===== config.mk =====
export PLATFORM = sky130hd
export DESIGN_NAME = servo_cmd_arbiter
export DESIGN_NICKNAME = d
export VERILOG_FILES = /design/src/rtl/servo_arb_pkg.sv /design/src/rtl/tick_gen.sv /design/src/rtl/servo_cmd_arbiter.sv
export SDC_FILE = /design/constraint.sdc
export NUM_CORES = 1
export LEC_CHECK = 0
export BUFFER_PORTS_ARGS = -buffer_cell sky130_fd_sc_hd__buf_2
export CAP_MARGIN = 20
export CORE_MARGIN = 2
export CORE_UTILIZATION = 50
export DETAILED_ROUTE_END_ITERATION = 8
export PLACE_DENSITY = 0.83
export SLEW_MARGIN = 10
export SYNTH_ARGS = -nofsm -noshare
export SYNTH_HDL_FRONTEND = slang
export SYNTH_SLANG_ARGS = --single-unit

===== constraint.sdc =====
create_clock -name clk -period 3 [get_ports clk]
set_input_delay 0.15 -clock clk [delete_from_list [all_inputs] [get_ports clk]]
set_output_delay 0.15 -clock clk [all_outputs]
set_load 0.02 [all_outputs]

===== src/rtl/servo_arb_pkg.sv =====
// rtl/servo_arb_pkg.sv - shared types and constants for the servo command arbiter
//
// Holds the arbiter state enum, coordinate widths, the screen limits used when
// clamping, the power-up centre position and the clamp helpers.
package servo_arb_pkg;

    localparam int COORD_X_W = 10;
    localparam int COORD_Y_W = 9;

    localparam logic [COORD_X_W-1:0] X_MAX    = 10'd639;
    localparam logic [COORD_Y_W-1:0] Y_MAX    = 9'd479;
    localparam logic [COORD_X_W-1:0] CENTER_X = 10'd320;
    localparam logic [COORD_Y_W-1:0] CENTER_Y = 9'd240;

    typedef enum logic {
        IDLE  = 1'b0,
        ISSUE = 1'b1
    } arb_state_t;

    function automatic logic [COORD_X_W-1:0] clamp_x(input logic [COORD_X_W-1:0] x);
        return (x > X_MAX) ? X_MAX : x;
    endfunction

    function automatic logic [COORD_Y_W-1:0] clamp_y(input logic [COORD_Y_W-1:0] y);
        return (y > Y_MAX) ? Y_MAX : y;
    endfunction

endpackage


===== src/rtl/tick_gen.sv =====
// rtl/tick_gen.sv - free-running period counter producing a one-cycle tick
//
// Ports:
//   clk   in   rising-edge clock
//   rst   in   asynchronous active-high reset
//   tick  out  high for one cycle every PERIOD cycles, first at cycle PERIOD-1
module tick_gen #(
    parameter int PERIOD = 1000
) (
    input  logic clk,
    input  logic rst,
    output logic tick
);

    localparam int CW = (PERIOD > 1) ? $clog2(PERIOD) : 1;
    localparam logic [CW-1:0] LAST = CW'(PERIOD - 1);

    logic [CW-1:0] cnt;

    always_ff @(posedge clk or posedge rst) begin
        if (rst) begin
            cnt <= '0;
        end else if (cnt == LAST) begin
            cnt <= '0;
        end else begin
            cnt <= cnt + CW'(1);
        end
    end

    assign tick = (cnt == LAST);

endmodule


===== src/rtl/servo_cmd_arbiter.sv =====
// rtl/servo_cmd_arbiter.sv - arbitrates tracker/manual coordinates into paced servo commands
//
// Ports:
//   clk, rst                      clock, asynchronous active-high reset
//   trk_valid/trk_x/trk_y/trk_ready   tracker request slot (always ready, latest wins)
//   man_valid/man_x/man_y/man_ready   manual request slot (ready only while empty)
//   fire_req                      laser fire request from the tracking FSM
//   cmd_valid/cmd_x/cmd_y/cmd_ready   command handshake towards the servo pipeline
//   grant_src                     source of the last issued command (0 tracker, 1 manual)
//   fire                          registered, gated laser enable
// Build option: define COORD_CLAMP_EN to clamp issued coordinates to 639/479.
module servo_cmd_arbiter
    import servo_arb_pkg::*;
#(
    parameter int CLK_FREQ_MHZ     = 50,
    parameter int UPDATE_PERIOD_US = 20000,
    parameter int MANUAL_HOLD_MS   = 500
) (
    input  logic                 clk,
    input  logic                 rst,
    input  logic                 trk_valid,
    input  logic [COORD_X_W-1:0] trk_x,
    input  logic [COORD_Y_W-1:0] trk_y,
    output logic                 trk_ready,
    input  logic                 man_valid,
    input  logic [COORD_X_W-1:0] man_x,
    input  logic [COORD_Y_W-1:0] man_y,
    output logic                 man_ready,
    input  logic                 fire_req,
    output logic                 cmd_valid,
    output logic [COORD_X_W-1:0] cmd_x,
    output logic [COORD_Y_W-1:0] cmd_y,
    input  logic                 cmd_ready,
    output logic                 grant_src,
    output logic                 fire
);

    localparam int PERIOD = CLK_FREQ_MHZ * UPDATE_PERIOD_US;
    localparam int HOLD   = CLK_FREQ_MHZ * 1000 * MANUAL_HOLD_MS;
    localparam int HW     = (HOLD > 0) ? $clog2(HOLD + 1) : 1;
    localparam logic [HW-1:0] HOLD_LD = HW'(HOLD);

    arb_state_t           state, next_state;
    logic                 tick;
    logic                 pending;
    logic                 trk_full, man_full;
    logic [COORD_X_W-1:0] trk_xq, man_xq, trk_x_c, man_x_c;
    logic [COORD_Y_W-1:0] trk_yq, man_yq, trk_y_c, man_y_c;
    logic [HW-1:0]        hold_cnt;
    logic                 hold_zero;
    logic                 trk_accepted;
    logic                 sel_man, sel_trk, drop_trk;

    tick_gen #(.PERIOD(PERIOD)) u_tick_gen (
        .clk  (clk),
        .rst  (rst),
        .tick (tick)
    );

`ifdef COORD_CLAMP_EN
    assign trk_x_c = clamp_x(trk_xq);
    assign trk_y_c = clamp_y(trk_yq);
    assign man_x_c = clamp_x(man_xq);
    assign man_y_c = clamp_y(man_yq);
`else
    assign trk_x_c = trk_xq;
    assign trk_y_c = trk_yq;
    assign man_x_c = man_xq;
    assign man_y_c = man_yq;
`endif

    assign trk_ready = 1'b1;
    assign man_ready = ~man_full;
    assign cmd_valid = (state == ISSUE);
    assign hold_zero = (hold_cnt == '0);

    always_ff @(posedge clk or posedge rst) begin
        if (rst) begin
            state <= IDLE;
        end else begin
            state <= next_state;
        end
    end

    // A selection opportunity exists in IDLE on a fresh tick or on a tick that
    // arrived while the previous command was still stalled.
    always_comb begin
        next_state = state;
        sel_man    = 1'b0;
        sel_trk    = 1'b0;
        drop_trk   = 1'b0;
        case (state)
            IDLE: begin
                if (tick || pending) begin
                    if (man_full) begin
                        sel_man    = 1'b1;
                        next_state = ISSUE;
                    end else if (trk_full && hold_zero) begin
                        sel_trk    = 1'b1;
                        next_state = ISSUE;
                    end else if (trk_full) begin
                        // Manual owns the servo: stale tracker data is thrown away.
                        drop_trk   = 1'b1;
                    end
                end
            end
            ISSUE: begin
                if (cmd_ready) begin
                    next_state = IDLE;
                end
            end
            default: next_state = IDLE;
        endcase
    end

    always_ff @(posedge clk or posedge rst) begin
        if (rst) begin
            pending      <= 1'b0;
            trk_full     <= 1'b0;
            trk_xq       <= '0;
            trk_yq       <= '0;
            man_full     <= 1'b0;
            man_xq       <= '0;
            man_yq       <= '0;
            hold_cnt     <= '0;
            trk_accepted <= 1'b0;
            cmd_x        <= CENTER_X;
            cmd_y        <= CENTER_Y;
            grant_src    <= 1'b0;
            fire         <= 1'b0;
        end else begin
            // Only one stalled tick is remembered; every IDLE cycle consumes it.
            if (state == ISSUE && tick) begin
                pending <= 1'b1;
            end else if (state == IDLE) begin
                pending <= 1'b0;
            end

            // New capture takes priority over the clear from selection.
            if (trk_valid) begin
                trk_full <= 1'b1;
                trk_xq   <= trk_x;
                trk_yq   <= trk_y;
            end else if (sel_trk || drop_trk) begin
                trk_full <= 1'b0;
            end

            if (man_valid && !man_full) begin
                man_full <= 1'b1;
                man_xq   <= man_x;
                man_yq   <= man_y;
            end else if (sel_man) begin
                man_full <= 1'b0;
            end

            if (sel_man) begin
                cmd_x     <= man_x_c;
                cmd_y     <= man_y_c;
                grant_src <= 1'b1;
            end else if (sel_trk) begin
                cmd_x     <= trk_x_c;
                cmd_y     <= trk_y_c;
                grant_src <= 1'b0;
            end

            if (sel_man) begin
                hold_cnt <= HOLD_LD;
            end else if (!hold_zero) begin
                hold_cnt <= hold_cnt - HW'(1);
            end

            if (cmd_valid && cmd_ready && !grant_src) begin
                trk_accepted <= 1'b1;
            end

            fire <= fire_req && !grant_src && hold_zero && trk_accepted;
        end
    end

endmodule


Word-level counts from Yosys, hierarchy flattened
Cells that the tools add are included.

Register bits after elaboration: 109. Output and inout bits: 24. Logic and storage cells: 69. Input bits: 44.

Reductions and logical operators: 16. Bitwise gates (word level): 2. Add/sub/neg operators: 2. Equal/unequal tests: 3. Mux-type cells: 31.

Operator list (count): 25-bit two-way mux (2); 25-bit zero test (1); 25-bit by 1-bit subtractor with 25-bit output, second input constant (1); 1-bit two-way mux (23); 20-bit by 1-bit adder with 20-bit output, second input constant (1); 20-bit == test, second input constant (1); 10-bit two-way mux (2); 20-bit two-way mux (1); 9-bit two-way mux (2); 1-bit logical AND (8); 2-bit nonzero test (3); 2-bit by 1-bit != test with 1-bit output, second input constant (2); 1-bit zero test (2); 1-bit logical OR (2); 1-bit NOT (2); 1-bit one-hot mux with 2 select lines (1).

Longest topological paths before layout
Gate-level depths: netlist of the first run.

Depth after elaboration: 9. Gate-level depth with buffers: 9.

Hierarchy
A second synthesis of the first run with hierarchy kept.

Cell total of the unflattened synthesis: 481. Area, all modules: 5187.5 µm².

By module, submodules not included: servo_cmd_arbiter (area an instance 4215.3 µm², instances 1, cells an instance 385); tick_gen (area an instance 972.2 µm², instances 1, cells an instance 96).

Worst setup path after synthesis of the first run
No wires, ideal clock.

Path type: reg2reg. Start: register hold_cnt[3]. End: register cmd_x[1]. Stages on the path, launching flop included: 8. Required time: 2874 ps. Slack: 354 ps. Setup time: 126 ps. Arrival: 2520 ps. Cells stage by stage: dfrtp_1 > or4_4 > or4b_1 > buf_4 > nor4_2 > o21ai_1 > buf_2 > a221o_1.

Cells in the longest elaborated chain, start to end: 7.

RTL lines: from (decl) (line servo_cmd_arbiter.sv:49) `logic [HW-1:0] hold_cnt;`; from (signal assigned) (line servo_cmd_arbiter.sv:169) `hold_cnt <= hold_cnt - HW'(1);`; 25-bit zero test (line servo_cmd_arbiter.sv:75) `assign hold_zero = (hold_cnt == '0);`; 1-bit logical AND (line servo_cmd_arbiter.sv:98) `end else if (trk_full && hold_zero) begin`; 1-bit two-way mux (line servo_cmd_arbiter.sv:98); 1-bit two-way mux (line servo_cmd_arbiter.sv:95) `if (man_full) begin`; 1-bit two-way mux (line servo_cmd_arbiter.sv:94) `if (tick || pending) begin`; 1-bit two-way mux (line servo_cmd_arbiter.sv:92) `case (state)`; 2-bit nonzero test (no source line); to (signal assigned) (line servo_cmd_arbiter.sv:157) `cmd_x <= man_x_c;`; to (signal assigned) (line servo_cmd_arbiter.sv:161) `cmd_x <= trk_x_c;`; to (decl) (line servo_cmd_arbiter.sv:31) `output logic [COORD_X_W-1:0] cmd_x,`.

Every way passes these cells. A chain may end at the register's enable or synchronous reset.

Worst setup path in the final report of the first run
Start: register u_tick_gen.cnt[6]. End: register cmd_x[7].

Cells in the longest elaborated chain, start to end: 5.

RTL lines: from (decl) (line tick_gen.sv:18) `logic [CW-1:0] cnt;`; from (signal assigned) (line tick_gen.sv:26) `cnt <= cnt + CW'(1);`; 20-bit == test * (line tick_gen.sv:30) `assign tick = (cnt == LAST);`; 1-bit logical OR * (line servo_cmd_arbiter.sv:94); 1-bit two-way mux (line servo_cmd_arbiter.sv:94); 1-bit two-way mux (line servo_cmd_arbiter.sv:92); 10-bit two-way mux / 2-bit nonzero test (equally long branches).

Mark *: on every way between the ends. The rest lies on a longest branch, timed or not.

==> impl_metrics.csv, run 1 <==
group,metric,value,unit
cts,cts_buffer_depth,2,
routing,wl_per_cell,17.6,um
critical_path,crit_chain,"or4_1, or4_1, o2bb2ai_1, o21ai_1, buf_4, a221o_1",
layout,final_nets,568,
critical_path,rrSetupSlack,0.09,ns
global_routing,grt_pass1_vias,3823,
die,dieArea,0.0104,mm^2
synthesis,netlist_area,0.00481,mm^2
routing,drc,0,
place,portBuffers,66,
power_and_ir_drop,power.density,441,mW/mm^2
synthesis,yosys.cell_types.count,50,
routing,avgViaCountPerCell,5.74,
critical_path,worstPathMaxFanout,11,
sta,timing.fmax,344,MHz
layout,antennaDiodeCount,0,
synthesis,yosys_register_bits,109,
die,initial_utilization,51.8,%
critical_path,cp_num_cells,6,
routing,vias,3760,
critical_path,setup.worst_path.start,"u_tick_gen.cnt[6]$_DFF_PP0_",
cts,worst_skew_pair.late_latency,0.39,ns
synthesis,ys_async_sr_fraction,100,%
cts,cts_root_buffer,"clkbuf_8",
die,pin_count,68,
power_and_ir_drop,vdd_drop_max,0.257,mV
global_routing,antenna_found_initial,0,
sta,hold_viol,0,
sta,min_period_over_period,96.9,%
sta,finClkSkew,0.0136,ns
critical_path,worstSetupPathType,"flip-flop to flip-flop",
place,pre_cts_slack,0.171,ns
sta,rsz0062_at_grt,"no",
layout,fin_area,0.00598,mm^2
cts,cts-htree-levels,3,
status,outcome,"finished, final reports clean",
routing,antenna_left,0,
cts,cts_sinks,109,
sta,setup_viol,0,
global_routing,grt_max_degree,39,
layout,layout_commonest_cell,"dfrtp_1",
global_routing,grt_usage,23.1,%
critical_path,cp_slowest_cell,"or4_1",
critical_path,crit_top_cell,"or4_1",
synthesis,postSynthAreaPerCell,11.8,um^2
global_routing,grt_overflow_total,0,
synthesis,yosys_most_used_dff,"dfrtp_1",
cts,cts_tree,"yes",
cts,cts_buffers,9,
synthesis,syn-instance-count,408,
routing,first_pass_iters,4,
place,gp_congestion,0.843,
sta,period_minus_slack,2.91,ns
synthesis,synth_nets,455,
synthesis,synth_edf_count,0,
die,die_height,102,um
cts,clk_pin_slew,0.11,ns
sta,worst_slack,0.0920,ns
sta,slew_headroom,47.0,%
layout,area_growth,24.2,%
synthesis,yosysWarningCount,0,
critical_path,cp.arrival,3.17,ns
die,dieWidth,102,um
critical_path,path_buf_inv,1,
critical_path,endpoint,"cmd_x[7]$_DFFE_PP0P_",
die,rows,35,
global_routing,grt.busiest_layer,"met2",
layout,drive_above_1_share,28.9,%
sta,setup-tns-final,0,ns
global_routing,grt_pass1_wl,18500,um
min_path,hp-class,"input pin to flip-flop",
critical_path,endpoint_kind,"flip-flop",
global_routing,grtUsageMet3,5.95,%
job,drv_cap,0,
sta,slew_viol_final,0,
layout,final_cell_mix,"103 x dfrtp_1, 66 x buf_2, 40 x dlygate4sd3_1",
critical_path,r2r_cells,6,
global_routing,use_met1,29.0,%
place,post_dp_cell_area,0.00537,mm^2
power_and_ir_drop,p_leak,2.84,nW
sta,tightest_slew,0.793,ns
critical_path,required,3.26,ns
routing,wirelength,11600,um
place,dpl.hpwl,7360,um
routing,first_iter_violations,239,
critical_path,crit_family,"simple AND/OR/NAND/NOR gates",
critical_path,worstSetupStartpointType,"flip-flop",
synthesis,ys_seq_area_share,56.8,%
critical_path,r2r_end,"cmd_x[7]$_DFFE_PP0P_",
critical_path,cpPeakStageDelay,0.63,ns
critical_path,reg2reg_from,"u_tick_gen.cnt[6]$_DFF_PP0_",
die,coreArea,0.00928,mm^2
global_routing,use_met2,38.3,%
cts,cts_setup_buffers,0,
Yosys cell counts (all sizes together), types with 2 or more instances:
library cell,count,area [um^2]
a21o,2,15.0
a21oi,14,70.1
a221o,19,190
and2,21,131
and3,6,37.5
and4,3,26.3
buf,9,51.3
clkbuf,13,48.8
dfrtp,103,2580
dfstp,6,158
ha,3,37.5
inv,7,26.3
mux2,39,439
nand2,17,63.8
nand2b,3,18.8
nand3,16,80.1
nand3b,3,22.5
nand4,6,37.5
nor2,22,82.6
nor2b,3,18.8
nor3,4,20.0
nor4,4,31.3
o21ai,17,85.1
o31a,2,17.5
o31ai,9,72.6
o41ai,2,17.5
or2,2,12.5
or3,11,68.8
or4,13,101
or4b,2,20.0
xnor2,11,96.3
xor2,5,43.8
per-layer routing:
layer	routed length, um	vias up
met4	317	0
met5	0	-
li1	-	1718
met3	554	30
met1	4680	1898
met2	6010	114
worst min-delay path by stage:
stage               startpoint                      to  cells after the start
floorplan            cmd_ready     cmd_valid$_DFF_PP0_                      1
global placement           rst  man_y_c[0]$_DFFE_PP0P_                      2
detailed placement         rst  man_y_c[1]$_DFFE_PP0P_                      2
CTS                   man_x[9]  man_x_c[9]$_DFFE_PP0P_                      2
global route          trk_x[7]  trk_x_c[7]$_DFFE_PP0P_                      2
finish                trk_x[7]  trk_x_c[7]$_DFFE_PP0P_                      2
registers in the layout, summed over array words and instances (netlist names):
| register | cells |
|---|---|
| u_tick_gen.cnt | 20 |
| fire | 1 |
| man_x_c | 10 |
| trk_accepted | 1 |
| trk_y_c | 9 |
| man_y_c | 9 |
| trk_x_c | 10 |
| man_full | 1 |
| grant_src | 1 |
| cmd_x | 10 |
| trk_full | 1 |
| cmd_y | 9 |
| pending | 1 |
| cmd_valid | 1 |
| hold_cnt | 25 |
logic make-up after synthesis:
logic type	share of synthesized area (%)
fa+ha+maj	0.780
xor+xnor	2.91
other cells	0.0779
flops	56.8
buf+inv	2.63
mux	9.33
compound gates	10.7
simple gates	16.7
timing repair:
| action | in CTS | in global routing |
|---|---|---|
| hold buffers | 35 | 5 |
| hold endpoints to repair | 65 | 5 |
| resized for setup | 0 | 0 |
stage by stage:
stage                     hold slack, ns  std cells  total power [W]  util [%]
after floorplan                    0.231        408          0.00166         -
after global placement             0.338        599          0.00171      57.9
after detailed placement           0.334        599          0.00172      57.9
after CTS                       0.000764        650          0.00264      63.8
after global routing            0.000247        655          0.00273      64.4
final                             0.0227        655          0.00263      64.4
layout make-up:
cell class                 instances  area, um^2
fill                             703        3310
timing repair buffer             124         891
sequential                       109        2740
inverter                           7        30.0
tap                              129         161
multi-input combinational        270        1950
clock buffer                       9         124
clock inverter                     7        80.1
power by group:
part | leakage (nW) | switching [W] | internal, W
logic | 1.34 | 0.0000723 | 0.000104
clock network | 0.105 | 0.000566 | 0.000334
registers | 1.40 | 0.0000321 | 0.00153
total | 2.84 | 0.000670 | 0.00196
worst reg2reg max path: stages (launching register included):
cell and delay (ns):
dfrtp_1 0.45, or4_1 0.53, or4_1 0.63, o2bb2ai_1 0.37, o21ai_1 0.18, buf_4 0.23, a221o_1 0.40
Note: power is estimated with default switching activity, not from simulation.
==> inputs of run 2 (changes only) <==
--- a/config.mk
+++ b/config.mk
@@ -7,10 +7,12 @@
 export LEC_CHECK = 0
 export BUFFER_PORTS_ARGS = -buffer_cell sky130_fd_sc_hd__buf_2
 export CAP_MARGIN = 20
+export CELL_PAD_IN_SITES_DETAIL_PLACEMENT = 1
+export CELL_PAD_IN_SITES_GLOBAL_PLACEMENT = 1
 export CORE_MARGIN = 2
-export CORE_UTILIZATION = 50
+export CORE_UTILIZATION = 41
 export DETAILED_ROUTE_END_ITERATION = 8
-export PLACE_DENSITY = 0.83
+export PLACE_DENSITY = 0.84
 export SLEW_MARGIN = 10
 export SYNTH_ARGS = -nofsm -noshare
 export SYNTH_HDL_FRONTEND = slang
==> run 2 against run 1 <==
Net effect:
- combinational power fell by 24%
- critical endpoint is now cmd_x[1]$_DFFE_PP0P_
- count of clock-buffer cells in the layout did not move
- via count fell by 5.6%
- cell area fell by 5.1%
- critical path type unchanged
- global-route usage fell by 2.3 points
==> impl_metrics.csv, run 2 (synthesized netlist as in run 1, its figures left out) <==
group,metric,value,unit
power_and_ir_drop,p_leak,2.71,nW
min_path,hp-class,"input pin to flip-flop",
cts,cts_buffer_depth,2,
die,pin_count,68,
global_routing,grt_pass1_vias,4081,
power_and_ir_drop,power.internal,0.00218,W
power_and_ir_drop,vdd_drop_max,0.355,mV
layout,largest_register_ffs,25,
layout,area_growth,17.9,%
global_routing,grt_pass1_wl,20900,um
sta,finClkSkew,0.00698,ns
routing,first_pass_iters,4,
status,outcome,"finished, final reports clean",
layout,antennaDiodeCount,0,
place,gp_congestion,0.761,
power_and_ir_drop,clockPowerShare,41.3,%
cts,clk_pin_slew,0.08,ns
routing,first_iter_violations,160,
die,die_height,112,um
routing,wl_per_cell,19.4,um
critical_path,required,3.29,ns
sta,min_period_over_period,94.0,%
routing,avgViaCountPerCell,5.65,
die,dieWidth,112,um
global_routing,grt_usage,20.8,%
sta,slew_headroom,56.1,%
layout,final_cell_mix,"103 x dfrtp_1, 66 x buf_2, 39 x mux2_2",
place,dpl.hpwl,8220,um
routing,drc,0,
critical_path,cp.arrival,3.11,ns
power_and_ir_drop,p_total,0.00288,W
global_routing,grt_max_degree,81,
layout,top_register,"hold_cnt",
die,dieArea,0.0126,mm^2
place,dpl.cell_count,610,
critical_path,worstSetupPathType,"flip-flop to flip-flop",
layout,final_nets,527,
global_routing,antenna_found_initial,0,
power_and_ir_drop,pwr-share-comb,4.6,%
power_and_ir_drop,power.density,507,mW/mm^2
routing,antenna_left,0,
global_routing,grt_overflow_total,0,
layout,layout_commonest_cell,"dfrtp_1",
die,initial_utilization,42.1,%
sta,setup_viol,0,
sta,setup-tns-final,0,ns
place,pre_cts_slack,0.114,ns
layout,stdcell_count,628,
critical_path,worstSetupStartpointType,"flip-flop",
sta,period_minus_slack,2.82,ns
sta,worst_slack,0.181,ns
sta,rsz0062_at_grt,"no",
job,drv_cap,0,
cts,worst_skew_pair.late_latency,0.36,ns
critical_path,worstPathMaxFanout,14,
power_and_ir_drop,pwr-share-seq,54.1,%
cts,cts_root_buffer,"clkbuf_16",
power_and_ir_drop,swShare,24.2,%
routing,wirelength,12200,um
place,portBuffers,66,
sta,slew_viol_final,0,
sta,timing.fmax,355,MHz
cts,cts-htree-levels,3,
cts,cts_sinks,109,
critical_path,endpoint_kind,"flip-flop",
die,rows,39,
layout,drive_above_1_share,31.1,%
sta,hold_viol,0,
cts,cts_tree,"yes",
cts,cts_setup_buffers,0,
power_and_ir_drop,switchingPower,0.000697,W
routing,vias,3550,
sta,tightest_slew,0.657,ns
die,coreArea,0.0114,mm^2
cts,cts_buffers,9,
layout,reg.largest.list,"hold_cnt x25, u_tick_gen.cnt x20",
==> run 2: final timing paths <==
kind / start / to / slack, ns / depth (start not counted)
setup reg to reg: u_tick_gen.cnt[6]$_DFF_PP0_ / cmd_x[1]$_DFFE_PP0P_ / 0.18 / 7
hold reg to reg: u_tick_gen.cnt[0]$_DFF_PP0_ / u_tick_gen.cnt[0]$_DFF_PP0_ / 0.50 / 1
max in group asynchronous: rst / cmd_x[8]$_DFFE_PP1P_ / 1.73 / 4
hold / removal: man_x[5] / man_x_c[5]$_DFFE_PP0P_ / 0.02 / 2
setup / recovery: u_tick_gen.cnt[6]$_DFF_PP0_ / cmd_x[1]$_DFFE_PP0P_ / 0.18 / 7
min in group asynchronous: rst / u_tick_gen.cnt[2]$_DFF_PP0_ / 0.42 / 3
==> run 2: final cells by class <==
| cell class | count | area (um^2) |
|---|---|---|
| clock buffer | 9 | 225 |
| multi-input combinational | 270 | 1960 |
| timing repair buffer | 83 | 475 |
| clock inverter | 7 | 66.3 |
| fill | 1268 | 5750 |
| sequential | 109 | 2740 |
| tap | 143 | 179 |
| inverter | 7 | 30.0 |
==> run 2: repair_timing <==
item,CTS,global route
setup endpoints to repair,0,15
gates resized for setup,0,2
hold buffers,2,0
hold endpoints to repair,30,0
==> run 2: power groups by stage <==
stage	clock network, W	registers [W]	logic, W
floorplan	0	0.00157	0.0000819
detailed placement	0	0.00159	0.000133
finish	0.00119	0.00156	0.000133
CTS	0.00120	0.00156	0.000137
global route	0.00125	0.00156	0.000149
global placement	0	0.00158	0.000126
==> run 2: per-stage QoR <==
step           hold WS [ns]  cell area (um^2)  utilization [%]
2_1_floorplan         0.231              4820                -
3_3_place_gp          0.274              5360             46.9
3_5_place_dp          0.280              5360             46.9
4_1_cts              0.0160              5670             49.6
5_1_grt              0.0233              5670             49.7
6_report             0.0187              5670             49.7
==> run 2: worst max-delay path, cell delays in order (launching register included) <==
cell and delay (ns):
dfrtp_1 0.44, or4_1 0.54, or4_1 0.64, o2bb2ai_1 0.33, buf_4 0.19, and4_1 0.22
buf_4 0.22, a221o_1 0.18
==> run 2: per-layer routing <==
metal	wire [um]	global-route usage, %	up-vias
li1	-	-	1647
met1	5050	24.9	1823
met2	6480	37.3	68
met3	456	3.35	12
met4	207	8.54	0
met5	0	0	-
